<file path="config.mk">
export PLATFORM = sky130hd
export DESIGN_NAME = child_resp_collector
export DESIGN_NICKNAME = d
export VERILOG_FILES = /design/src/rtl/child_resp_collector.sv
export SDC_FILE = /design/constraint.sdc
export NUM_CORES = 1
export LEC_CHECK = 0
export ABC_CLOCK_PERIOD_IN_PS = 9000
export BUFFER_PORTS_ARGS = -buffer_cell sky130_fd_sc_hd__buf_4
export CAP_MARGIN = 5
export CELL_PAD_IN_SITES_DETAIL_PLACEMENT = 1
export CELL_PAD_IN_SITES_GLOBAL_PLACEMENT = 1
export CORE_MARGIN = 2
export CORE_UTILIZATION = 43
export DETAILED_ROUTE_END_ITERATION = 7
export PLACE_DENSITY_LB_ADDON = 0.1
export REMOVE_ABC_BUFFERS = 1
export SLEW_MARGIN = 20
export SYNTH_ARGS = -nofsm -noshare
export SYNTH_HDL_FRONTEND = slang
export SYNTH_SLANG_ARGS = --single-unit
</file>
<file path="constraint.sdc">
create_clock -name clk -period 9 [get_ports clk]
set_input_delay 0.45 -clock clk [delete_from_list [all_inputs] [get_ports clk]]
set_output_delay 0.45 -clock clk [all_outputs]
set_load 0.01 [all_outputs]
</file>
<file path="src/rtl/child_resp_collector.sv">
// Round-robin collector merging N_SRC child response streams
// into one registered valid/ready output with a transfer counter.
module child_resp_collector #(
   parameter int DATA_W = 8,
   parameter int N_SRC  = 5
) (
   input  logic                    clk,
   input  logic                    rst_n,
   input  logic                    flush,
   input  logic [N_SRC-1:0]        in_valid,
   input  logic [N_SRC*DATA_W-1:0] in_data,
   output logic [N_SRC-1:0]        in_ready,
   output logic                    out_valid,
   output logic [DATA_W-1:0]       out_data,
   output logic [2:0]              out_src,
   input  logic                    out_ready,
   output logic [15:0]             xfer_cnt
);

   typedef enum logic {
      EMPTY = 1'b0,
      FULL  = 1'b1
   } state_t;

   localparam logic [N_SRC-1:0] ONE = {{(N_SRC-1){1'b0}}, 1'b1};

   state_t            state;
   logic [2:0]        ptr;
   logic [2:0]        gidx;
   logic              gfound;
   logic [N_SRC-1:0]  grant;
   logic              load_en;
   logic              take;
   int                idx;

   // Round-robin search starting just after the last granted source.
   always_comb begin
      gidx   = '0;
      gfound = 1'b0;
      idx    = 0;
      for (int k = 1; k <= N_SRC; k++) begin
         idx = int'(ptr) + k;
         if (idx >= N_SRC) idx = idx - N_SRC;
         if (!gfound && in_valid[idx[2:0]]) begin
            gfound = 1'b1;
            gidx   = idx[2:0];
         end
      end
      grant = gfound ? (ONE << gidx) : '0;
   end

   // Accept a new word when the holding register is free or draining.
   always_comb begin
      load_en  = (state == EMPTY) || out_ready;
      in_ready = (rst_n && !flush && load_en) ? grant : '0;
      take     = |(in_valid & in_ready);
   end

   assign out_valid = (state == FULL);

   // Holding register FSM, arbiter pointer and output transfer counter.
   always_ff @(posedge clk or negedge rst_n) begin
      if (!rst_n) begin
         state    <= EMPTY;
         out_data <= '0;
         out_src  <= '0;
         xfer_cnt <= '0;
         ptr      <= 3'(N_SRC - 1);
      end else if (flush) begin
         state    <= EMPTY;
         xfer_cnt <= '0;
      end else begin
         if (out_valid && out_ready) xfer_cnt <= xfer_cnt + 16'd1;
         case (state)
            EMPTY: begin
               if (take) begin
                  state    <= FULL;
                  out_data <= in_data[int'(gidx)*DATA_W +: DATA_W];
                  out_src  <= gidx;
                  ptr      <= gidx;
               end
            end
            FULL: begin
               if (take) begin
                  out_data <= in_data[int'(gidx)*DATA_W +: DATA_W];
                  out_src  <= gidx;
                  ptr      <= gidx;
               end else if (out_ready) begin
                  state <= EMPTY;
               end
            end
            default: state <= EMPTY;
         endcase
      end
   end

endmodule

</file>
## Word level (Yosys, flattened, before mapping)

Cells that the tools add are included.

- Magnitude comparators: 10
- Equal/unequal tests: 0
- $mul: 0
- Multiplexer cells: 36
- Reduce and logical (&&, ||, !) cells: 16
- Divide/modulo/power cells: 0
- $add $sub $neg: 11
- Bitwise logic cells: 3
- Shift operators: 2

Operators with widths:

| cell | count |
|---|---|
| variable part select 40 x 7 -> 8 bit | 1 |
| two-way mux 3 bit | 11 |
| two-way mux 16 bit | 2 |
| >= comparator 4 x 3 -> 1 bit (second input constant) | 5 |
| < comparator 3 x 4 -> 1 bit (second input constant) | 5 |
| adder 16 x 1 -> 16 bit (second input constant) | 1 |
| binary-select mux 1 bit (select 3 bit) | 5 |
| subtractor 3 bit (second input constant) | 5 |
| two-way mux 1 bit | 14 |
| two-way mux 5 bit | 2 |
| adder 3 x 2 -> 4 bit (second input constant) | 2 |
| adder 3 x 3 -> 4 bit (second input constant) | 2 |
| two-way mux 8 bit | 1 |
| logical AND 1 bit | 7 |
| AND 5 bit | 1 |
| logical NOT 1 bit | 5 |
| OR reduction 5 bit | 1 |
| left shift 1 x 3 -> 5 bit (first input constant) | 1 |
| adder 3 x 1 -> 4 bit (second input constant) | 1 |
| NOT 1 bit | 2 |
| case mux 1 bit (2 select lines) | 1 |
| AND reduction 2 bit | 1 |
| nonzero test 2 bit | 1 |
| logical OR 1 bit | 1 |

- Word-level logic and storage cells: 83
- Memory bits (writable): 0
- Bits of input ports: 49
- Latch bits: 0
- Register bits after elaboration: 31
- ROM bits: 0
- Memories kept: 0
- Output and inout bits: 33

## Logic depth before layout (Yosys ltp)

Gate-level depths: netlist (run 1).

- Word-level depth: 26
- Mapped depth: 16
- Depth with buffers taken out: 13

## Worst setup path after synthesis (run 1)

No wires, ideal clock.

- Kind: register to output
- Start point: register, netlist name out_src[1]
- End point: output port in_ready[1]
- Arrival time: 3.212 ns
- Setup slack: 5.338 ns
- Data required time: 8.550 ns
- Stages on the path, launching flop included: 14
- Path through: dfrtp_1 buf_2 inv_1 ha_1 ha_1 buf_2 a31oi_1 xor2_1 nor3b_1 o31ai_4 a211oi_2 a2bb2oi_2 nand2_1 nor2_1

RTL lines:

| element | line | RTL |
|---|---|---|
| end, declared | 12 | `output logic [N_SRC-1:0] in_ready,` |

==> results.py, run 1 <==
metrics = {
    "worst_setup_path": {
        "critPathLaunchType": "flip-flop",
        "startpoint": "out_src[1]$_DFFE_PN0P_",
        "path_class": "flip-flop to primary output",
        "regToRegStartpoint": "out_src[1]$_DFFE_PN0P_",
        "worstPathMaxFanout": 24,
        "cp.arrival_ns": 4.72,
        "cp-end-kind": "primary output",
        "required_ns": 8.55,
    },
    "synthesis": {
        "avgSynthCellArea_um2": 7.95,
        "synthFlopType": "dfrtp_1",
        "synth_top_area_share_pct": 21.5,
        "synthTopCellsByArea": "dfrtp_1 (22%), and3b_1 (5.1%), nor2_1 (4.7%)",
        "async_flop_share_pct": 100,
        "syn_inst": 410,
        "ys_seq_area_share_pct": 22.3,
        "synth_common_cells": "nor2_1 (41), o21ai_0 (29), dfrtp_1 (28)",
        "synth_area_mm2": 0.00326,
        "synth_most_common_cell": "nor2_1",
        "synth_top_cell_by_area": "dfrtp_1",
        "ys_ff_latch": 29,
        "synth-edff-count": 0,
        "yosysUniqueCellTypes": 74,
        "yosysWarnings": 0,
    },
    "detailed_routing": {
        "drtAntennaViolNets": 0,
        "dr_wl_met2_um": 5310,
        "m1WireLength_um": 4900,
        "routed_wl_um": 11000,
        "drt_iter0_drc": 198,
        "top_layer": "met4",
        "drc": 0,
        "wl_per_cell_um": 19.3,
        "vias": 3451,
        "via_per_inst": 6.05,
        "dr_wl_met3_um": 654,
        "first_pass_iters": 5,
    },
    "clock_tree": {
        "cts_tree": "yes",
        "insertion_delay_ns": 0.29,
        "cts_hold_buffers": 0,
        "path_clk_slew_ns": 0.08,
        "cts-htree-levels": 2,
        "cts_root_buf": "clkbuf_8",
        "cts_buffer_depth": 2,
        "cts.repair.resized": 0,
        "postCtsSetupRepairBufs": 0,
        "cts_buffers": 5,
        "clock-sinks": 29,
    },
    "status": {
        "status": "completed",
    },
    "final_layout": {
        "synthToLayoutAreaGrowth_pct": 20.6,
        "final_nets": 531,
        "layout-drive-gt1-share_pct": 24.0,
        "antennaDiodeCount": 0,
        "utilization_pct": 53.9,
        "final_cells": 570,
    },
    "grt": {
        "grt_pass1_vias": 3499,
        "grt_overflow": 0,
        "grt_max_degree": 40,
        "grtUsageTotal_pct": 26.9,
        "antenna_found_initial": 0,
        "grt_pass1_wl_um": 18200,
    },
    "sta": {
        "period_share_pct": 57.4,
        "hold_viol_final": 0,
        "slew_headroom_pct": 35.7,
        "setup_tns_ns": 0,
        "period_needed_ns": 5.17,
        "fmax_ghz": 0.193,
        "worstMarginPinSlew_ns": 0.959,
        "clock_skew_ns": 0.0109,
        "slew_violations": 0,
        "rsz0062_at_grt": "no",
        "hold_ws_ns": 0.0969,
        "setup_viol": 0,
    },
    "die": {
        "num_rows": 31,
        "io_pins": 82,
        "initial_core_util_pct": 44.7,
        "fp.coreArea_mm2": 0.00729,
        "die_w_um": 91.0,
        "fp.dieH_um": 91.0,
        "die_area_mm2": 0.00829,
    },
    "place": {
        "place_hpwl_um": 8160,
        "place.gp.congestion": 0.921,
        "placed_cells": 562,
        "io_buffers": 81,
    },
    "min_path": {
        "min_path_type": "input port to asynchronous set/reset pin",
    },
    "job": {
        "maxCapViolCount": 0,
    },
}
[per-stage QoR]
| step | instance area (µm²) | setup WS, ns |
|---|---|---|
| final | 3930 | 3.83 |
| after global routing | 3930 | 3.48 |
| after CTS | 3930 | 3.92 |
| after detailed placement | 3840 | 4.24 |
| after global placement | 3840 | 4.44 |
| after floorplan | 3090 | 4.45 |
[cell families after synthesis]
kind of cell | Yosys count | synth area share (%)
AND/OR/NAND/NOR | 185 | 33.7
AO/OA/AOI/OAI | 123 | 26.8
buffers and inverters | 39 | 6.11
flip-flops | 29 | 22.3
XOR/XNOR | 15 | 4.03
adder cells (fa/ha/maj) | 12 | 4.84
multiplexers | 7 | 2.23
[area by class of cell]
cell class              count  area [µm²]
flip-flops and latches     29         727
fillers                   937        3360
clock buffers               5        68.8
inverters                   8        30.0
clock inverters             3        17.5
multi-input cells         342        2330
well taps                  99         124
repair buffers             84         631
[flip-flops by register name, indices dropped and copies added (netlist names)]
name / count
out_data: 8
out_src: 3
out_valid: 1
ptr: 1
xfer_cnt: 16
[metal layers]
layer  GRT usage (%)  up-vias
met5               0        -
met4            4.04        0
met3            5.15       16
met2            46.1      126
met1            35.8     1677
li1                -     1632
[critical path, cell delays in order (launching register included)]
cell and delay [ns]:
dfrtp_1 0.77, inv_1 0.30, ha_1 0.82, mux2i_1 0.33
a2111oi_0 0.11, nor2_1 0.19, and3_1 0.30, o31ai_4 0.20
o31ai_2 0.84, nor2_1 0.19, nand2_1 0.17, nor2_1 0.05
buf_4 0.14
[path summary, 6_finish.rpt]
kind | endpoint | slack, ns | depth (start not counted)
max | in_ready[0] | 3.83 | 12
max reg2reg | out_data[3]$_DFFE_PN0P_ | 4.33 | 11
min in group clk | out_data[0]$_DFFE_PN0P_ | 0.46 | 3
min | xfer_cnt[7]$_DFFE_PN0P_ | 0.1 | 1
max in group asynchronous | ptr[2]$_DFFE_PN1P_ | 8.56 | 1
min reg2reg | out_src[2]$_DFFE_PN0P_ | 0.51 | 2
[cells in the final DEF, fill, tap and decap left out, types with 9 or more instances in the layout]
cell / count
a21oi_1: 18
a31oi_1: 10
and3b_1: 19
buf_4: 84
dfrtp_1: 28
ha_1: 11
nand2_1: 24
nand2b_1: 9
nand3_1: 22
nand4b_1: 17
nor2_1: 41
nor2b_1: 11
o211ai_1: 12
o21ai_0: 29
o21ai_1: 12
xor2_1: 12
Power of run 1 is left out: the tool's default activity adds up to more than one toggle a clock period on the data nets, which glitch-free logic cannot reach.
==> inputs of run 2 (changes only) <==
--- a/config.mk
+++ b/config.mk
@@ -5,13 +5,13 @@
 export SDC_FILE = /design/constraint.sdc
 export NUM_CORES = 1
 export LEC_CHECK = 0
-export ABC_CLOCK_PERIOD_IN_PS = 9000
+export ABC_CLOCK_PERIOD_IN_PS = 4900
 export BUFFER_PORTS_ARGS = -buffer_cell sky130_fd_sc_hd__buf_4
 export CAP_MARGIN = 5
 export CELL_PAD_IN_SITES_DETAIL_PLACEMENT = 1
 export CELL_PAD_IN_SITES_GLOBAL_PLACEMENT = 1
 export CORE_MARGIN = 2
-export CORE_UTILIZATION = 43
+export CORE_UTILIZATION = 40
 export DETAILED_ROUTE_END_ITERATION = 7
 export PLACE_DENSITY_LB_ADDON = 0.1
 export REMOVE_ABC_BUFFERS = 1
==> constraint.sdc (replaced) <==
create_clock -name clk -period 4.9 [get_ports clk]
set_input_delay 0.245 -clock clk [delete_from_list [all_inputs] [get_ports clk]]
set_output_delay 0.245 -clock clk [all_outputs]
set_load 0.01 [all_outputs]
==> run 2 against run 1 <==
  * Worst setup slack got worse by 3.4 ns
  * Final area increased by 1.5%
  * Cell count increased by 1.8%
  * Critical path depth is the same
  * Non-clock buffer count increased by 7
  * Global-route usage fell by 1.3 points
  * Sequential share of layout area is 0.27 points lower
  * Clock-buffer cell count unchanged
  * Die area grew 7.2%
  * Wire length grew 2.4%
  * Via count increased by 0.78%
  * Register-to-register slack got worse by 3.3 ns
  * Critical path type unchanged
  * Critical endpoint unchanged
  * Largest cell class unchanged
==> results.py, run 2 (synthesis results as in run 1) <==
metrics = {
    "final_layout": {
        "final_nets": 538,
        "largest_reg_flops": 16,
        "synthToLayoutAreaGrowth_pct": 22.4,
        "layout-drive-gt1-share_pct": 24.9,
        "final_common_cell": "buf_4",
        "top_regs": "xfer_cnt x16, out_data x8, out_src x3",
        "max_flop_register": "xfer_cnt",
        "multi_input_area_mm2": 0.00233,
        "final_cells": 580,
        "antennaDiodeCount": 0,
        "final_cell_area_mm2": 0.00399,
        "n_fill_cell": 981,
        "utilization_pct": 51.1,
        "final_cell_mix": "buf_4 (90), nor2_1 (41), o21ai_0 (29), dfrtp_1 (28), nand2_1 (24)",
        "seqCellArea_um2": 727,
    },
    "place": {
        "place.gp.congestion": 0.920,
        "placed_cells": 571,
        "io_buffers": 81,
        "place_area_mm2": 0.00389,
        "place_hpwl_um": 8090,
    },
    "sta": {
        "setup_viol": 0,
        "period_needed_ns": 4.43,
        "setup_tns_ns": 0,
        "rsz0062_at_grt": "no",
        "clock_skew_ns": 0.00539,
        "period_share_pct": 90.4,
        "worstMarginPinSlew_ns": 0.830,
        "slew_violations": 0,
        "slew_headroom_pct": 44.4,
        "fmax_ghz": 0.226,
        "hold_viol_final": 0,
    },
    "clock_tree": {
        "cts.repair.resized": 0,
        "cts-htree-levels": 2,
        "cts_tree": "yes",
        "cts_root_buf": "clkbuf_8",
        "postCtsSetupRepairBufs": 0,
        "path_clk_slew_ns": 0.08,
        "clock-sinks": 29,
        "cts_hold_buffers": 1,
        "insertion_delay_ns": 0.29,
        "cts_buffers": 5,
        "cts_buffer_depth": 2,
    },
    "detailed_routing": {
        "vias": 3478,
        "first_pass_iters": 4,
        "drc": 0,
        "routed_wl_um": 11200,
        "via_per_inst": 6.00,
        "drt_iter0_drc": 163,
        "wl_per_cell_um": 19.4,
        "drtAntennaViolNets": 0,
    },
    "grt": {
        "grt_pass1_vias": 3551,
        "grt_max_degree": 38,
        "grt_overflow": 0,
        "grt_pass1_wl_um": 17800,
        "grtUsageTotal_pct": 25.5,
        "antenna_found_initial": 0,
    },
    "die": {
        "fp.coreArea_mm2": 0.00781,
        "initial_core_util_pct": 41.7,
        "io_pins": 82,
        "die_w_um": 94.3,
        "die_area_mm2": 0.00888,
        "fp.dieH_um": 94.3,
        "num_rows": 32,
    },
    "worst_setup_path": {
        "cp.arrival_ns": 4.19,
        "crit_chain": "inv_1 > ha_1 > mux2i_1 > a2111oi_0 > nor2_1 > and3_1 > o31ai_4 > o31ai_2 > nor2_1 > nand2_1 > nor2_1 > buf_4",
        "reg2reg_to": "ptr[2]$_DFFE_PN1P_",
        "cpMaxStageDelayCell": "ha_1",
        "regToRegStartpoint": "out_src[1]$_DFFE_PN0P_",
        "cp-end-kind": "primary output",
        "slowest_delay_ns": 0.81,
        "reg2reg_slack_ns": 1.02,
        "worst_path_most_repeated_cell": "nor2_1",
        "reg2reg_depth": 10,
        "worstPathMaxFanout": 24,
        "critPathLaunchType": "flip-flop",
        "required_ns": 4.66,
        "path_class": "flip-flop to primary output",
    },
    "min_path": {
        "holdPathStages": 3,
        "worstHoldStart": "in_data[35]",
        "min_path_type": "input port to flip-flop",
        "hold_end": "out_data[3]$_DFFE_PN0P_",
    },
    "status": {
        "status": "completed",
    },
    "job": {
        "maxCapViolCount": 0,
    },
}
[run 2: layout make-up]
| cell class | count | area share, % |
|---|---|---|
| multi-input cells | 342 | 58.5 |
| clock buffers | 5 | 1.73 |
| flip-flops and latches | 29 | 18.2 |
| clock inverters | 3 | 0.439 |
| inverters | 8 | 0.753 |
| repair buffers | 91 | 17.2 |
| well taps | 102 | 3.20 |
[run 2: worst max-delay path, delay by kind of cell (launching register included)]
kind                       cells  cell delay [ns]
muxes                          1             0.43
buffers and inverters          2             0.29
adders and majority gates      1             0.81
DFF                            1             0.35
AOI/OAI and AO/OA              3             1.07
and+or+nand+nor                5             0.94
[run 2: per-stage QoR]
step / setup slack (ns) / hold slack [ns]
2_1_floorplan: 0.551 / -0.0506
6_report: 0.469 / 0.238
5_1_grt: 0.239 / 0.257
4_1_cts: 0.544 / 0.241
3_3_place_gp: 1.01 / 0.212
3_5_place_dp: 0.860 / 0.216
[run 2: worst max path at each step]
stage                                      start          end  slack (ns)  cells after the start
after floorplan           out_src[0]$_DFFE_PN0P_  in_ready[0]        0.55                     11
after global placement    out_src[1]$_DFFE_PN0P_  in_ready[0]        1.01                     12
after detailed placement  out_src[1]$_DFFE_PN0P_  in_ready[0]        0.86                     12
after CTS                 out_src[1]$_DFFE_PN0P_  in_ready[0]        0.54                     12
after global routing      out_src[1]$_DFFE_PN0P_  in_ready[0]        0.24                     12
final                     out_src[1]$_DFFE_PN0P_  in_ready[0]        0.47                     12
[run 2: metal layers]
metal	global-route usage, %	share of wire [%]
met1	33.4	45
met2	43.8	48
met3	3.85	5.5
met4	6.76	1.5
met5	0	0
Power of run 2 is left out for the same reason.
==> inputs of run 3 (changes only) <==
--- a/config.mk
+++ b/config.mk
@@ -10,6 +10,7 @@
 export CAP_MARGIN = 5
 export CELL_PAD_IN_SITES_DETAIL_PLACEMENT = 1
 export CELL_PAD_IN_SITES_GLOBAL_PLACEMENT = 1
+export CORE_ASPECT_RATIO = 1.4
 export CORE_MARGIN = 2
 export CORE_UTILIZATION = 40
 export DETAILED_ROUTE_END_ITERATION = 7
==> run 3 against run 2 <==
  * Register-to-register slack got worse by 0.16 ns
  * Sequential share of layout area decreased by 0.12 points
  * Final area rose by 0.69%
  * Largest cell class unchanged
==> results.py, run 3 (synthesis results as in run 1) <==
metrics = {
    "status": {
        "status": "completed",
    },
    "detailed_routing": {
        "drtAntennaViolNets": 0,
        "wl_per_cell_um": 19.7,
        "via_per_inst": 6.05,
        "drc": 0,
        "drt_iter0_drc": 144,
        "routed_wl_um": 11400,
        "first_pass_iters": 4,
        "vias": 3497,
    },
    "job": {
        "maxCapViolCount": 0,
    },
    "sta": {
        "hold_viol_final": 0,
        "setup_viol": 0,
        "slew_violations": 0,
        "clock_skew_ns": 0.00213,
        "period_share_pct": 92.4,
        "period_needed_ns": 4.53,
        "setup_tns_ns": 0,
        "slew_headroom_pct": 52.9,
        "setup_slack_ns": 0.370,
        "worstMarginPinSlew_ns": 0.706,
        "rsz0062_at_grt": "no",
        "fmax_ghz": 0.221,
        "hold_ws_ns": 0.237,
    },
    "clock_tree": {
        "cts_buffer_depth": 2,
        "cts-htree-levels": 2,
        "cts_buffers": 5,
        "insertion_delay_ns": 0.29,
        "postCtsSetupRepairBufs": 0,
        "path_clk_slew_ns": 0.07,
        "clock-sinks": 29,
        "cts_root_buf": "clkbuf_8",
        "cts_tree": "yes",
    },
    "worst_setup_path": {
        "critPathLaunchType": "flip-flop",
        "regToRegStartpoint": "out_src[0]$_DFFE_PN0P_",
        "path_class": "flip-flop to primary output",
        "cp-end-kind": "primary output",
        "required_ns": 4.66,
        "worstPathMaxFanout": 24,
        "reg2reg_slack_ns": 0.86,
        "cp.arrival_ns": 4.29,
        "reg2reg_to": "out_data[7]$_DFFE_PN0P_",
        "reg2reg_depth": 12,
    },
    "grt": {
        "grt_pass1_vias": 3691,
        "antenna_found_initial": 0,
        "grt_pass1_wl_um": 18800,
        "grt_max_degree": 39,
        "grt_overflow": 0,
        "grtUsageTotal_pct": 26.5,
    },
    "final_layout": {
        "top_regs": "xfer_cnt x16, out_data x8, out_src x3",
        "max_flop_register": "xfer_cnt",
        "final_nets": 538,
        "final_common_cell": "buf_4",
        "final_cell_mix": "buf_4 (90), nor2_1 (41), o21ai_0 (29), dfrtp_1 (28), nand2_1 (24)",
        "synthToLayoutAreaGrowth_pct": 23.3,
        "layout-drive-gt1-share_pct": 24.7,
        "largest_reg_flops": 16,
        "antennaDiodeCount": 0,
        "final_cell_area_mm2": 0.00402,
    },
    "place": {
        "place_area_mm2": 0.00389,
        "preCtsSetupSlack_ns": 0.770,
        "place_hpwl_um": 8490,
        "io_buffers": 81,
        "place.gp.congestion": 0.905,
    },
    "die": {
        "die_w_um": 80.3,
        "io_pins": 82,
        "fp.dieH_um": 111,
        "num_rows": 38,
        "die_area_mm2": 0.00889,
        "fp.coreArea_mm2": 0.00785,
        "initial_core_util_pct": 41.5,
    },
    "min_path": {
        "min_path_type": "input port to flip-flop",
        "hold_end": "out_data[2]$_DFFE_PN0P_",
        "holdPathStages": 3,
        "worstHoldStart": "in_data[34]",
    },
}
run 3: layout make-up:
type / count / area [µm²]
well taps: 100 / 125
multi-input cells: 342 / 2330
fillers: 971 / 3830
repair buffers: 91 / 686
clock buffers: 7 / 86.3
flip-flops and latches: 29 / 727
inverters: 8 / 30.0
clock inverters: 1 / 30.0
run 3: worst max path at each step:
stage / startpoint / cells after the start / to / slack (ns)
6_report: out_src[0]$_DFFE_PN0P_ / 12 / in_ready[3] / 0.37
3_5_place_dp: ptr[2]$_DFFE_PN1P_ / 11 / in_ready[3] / 0.77
5_1_grt: out_src[0]$_DFFE_PN0P_ / 13 / in_ready[0] / 0.08
4_1_cts: out_src[0]$_DFFE_PN0P_ / 12 / in_ready[3] / 0.42
3_3_place_gp: ptr[2]$_DFFE_PN1P_ / 11 / in_ready[3] / 0.90
2_1_floorplan: out_src[0]$_DFFE_PN0P_ / 11 / in_ready[0] / 0.55
run 3: metal layers:
| layer | GRT usage [%] | up-vias | wire length [µm] |
|---|---|---|---|
| li1 | - | 1644 | - |
| met1 | 31.2 | 1725 | 4590 |
| met2 | 47.7 | 98 | 6020 |
| met3 | 3.34 | 30 | 387 |
| met4 | 9.94 | 0 | 363 |
| met5 | 0 | - | 0 |
run 3: timing repair:
item | in CTS | in global routing
hold endpoints to repair | 28 | 0
gates resized for setup | 0 | 0
hold buffers | 1 | 0
run 3: critical path, cell delays in order, from the launching register on:
cell       delay (ns)
dfrtp_1          0.59
inv_2            0.20
ha_1             0.79
mux2i_1          0.31
a2111oi_0        0.11
nor2_1           0.21
and3_1           0.31
o31ai_4          0.19
a211oi_2         0.34
a2bb2oi_2        0.42
nand2_1          0.22
nor2_1           0.16
buf_4            0.14
run 3: metrics by stage:
stage	util, %	cells
6_report	51.2	578
5_1_grt	51.2	578
4_1_cts	51.2	578
3_3_place_gp	49.6	569
3_5_place_dp	49.6	569
2_1_floorplan	-	379
Power of run 3 is left out for the same reason.
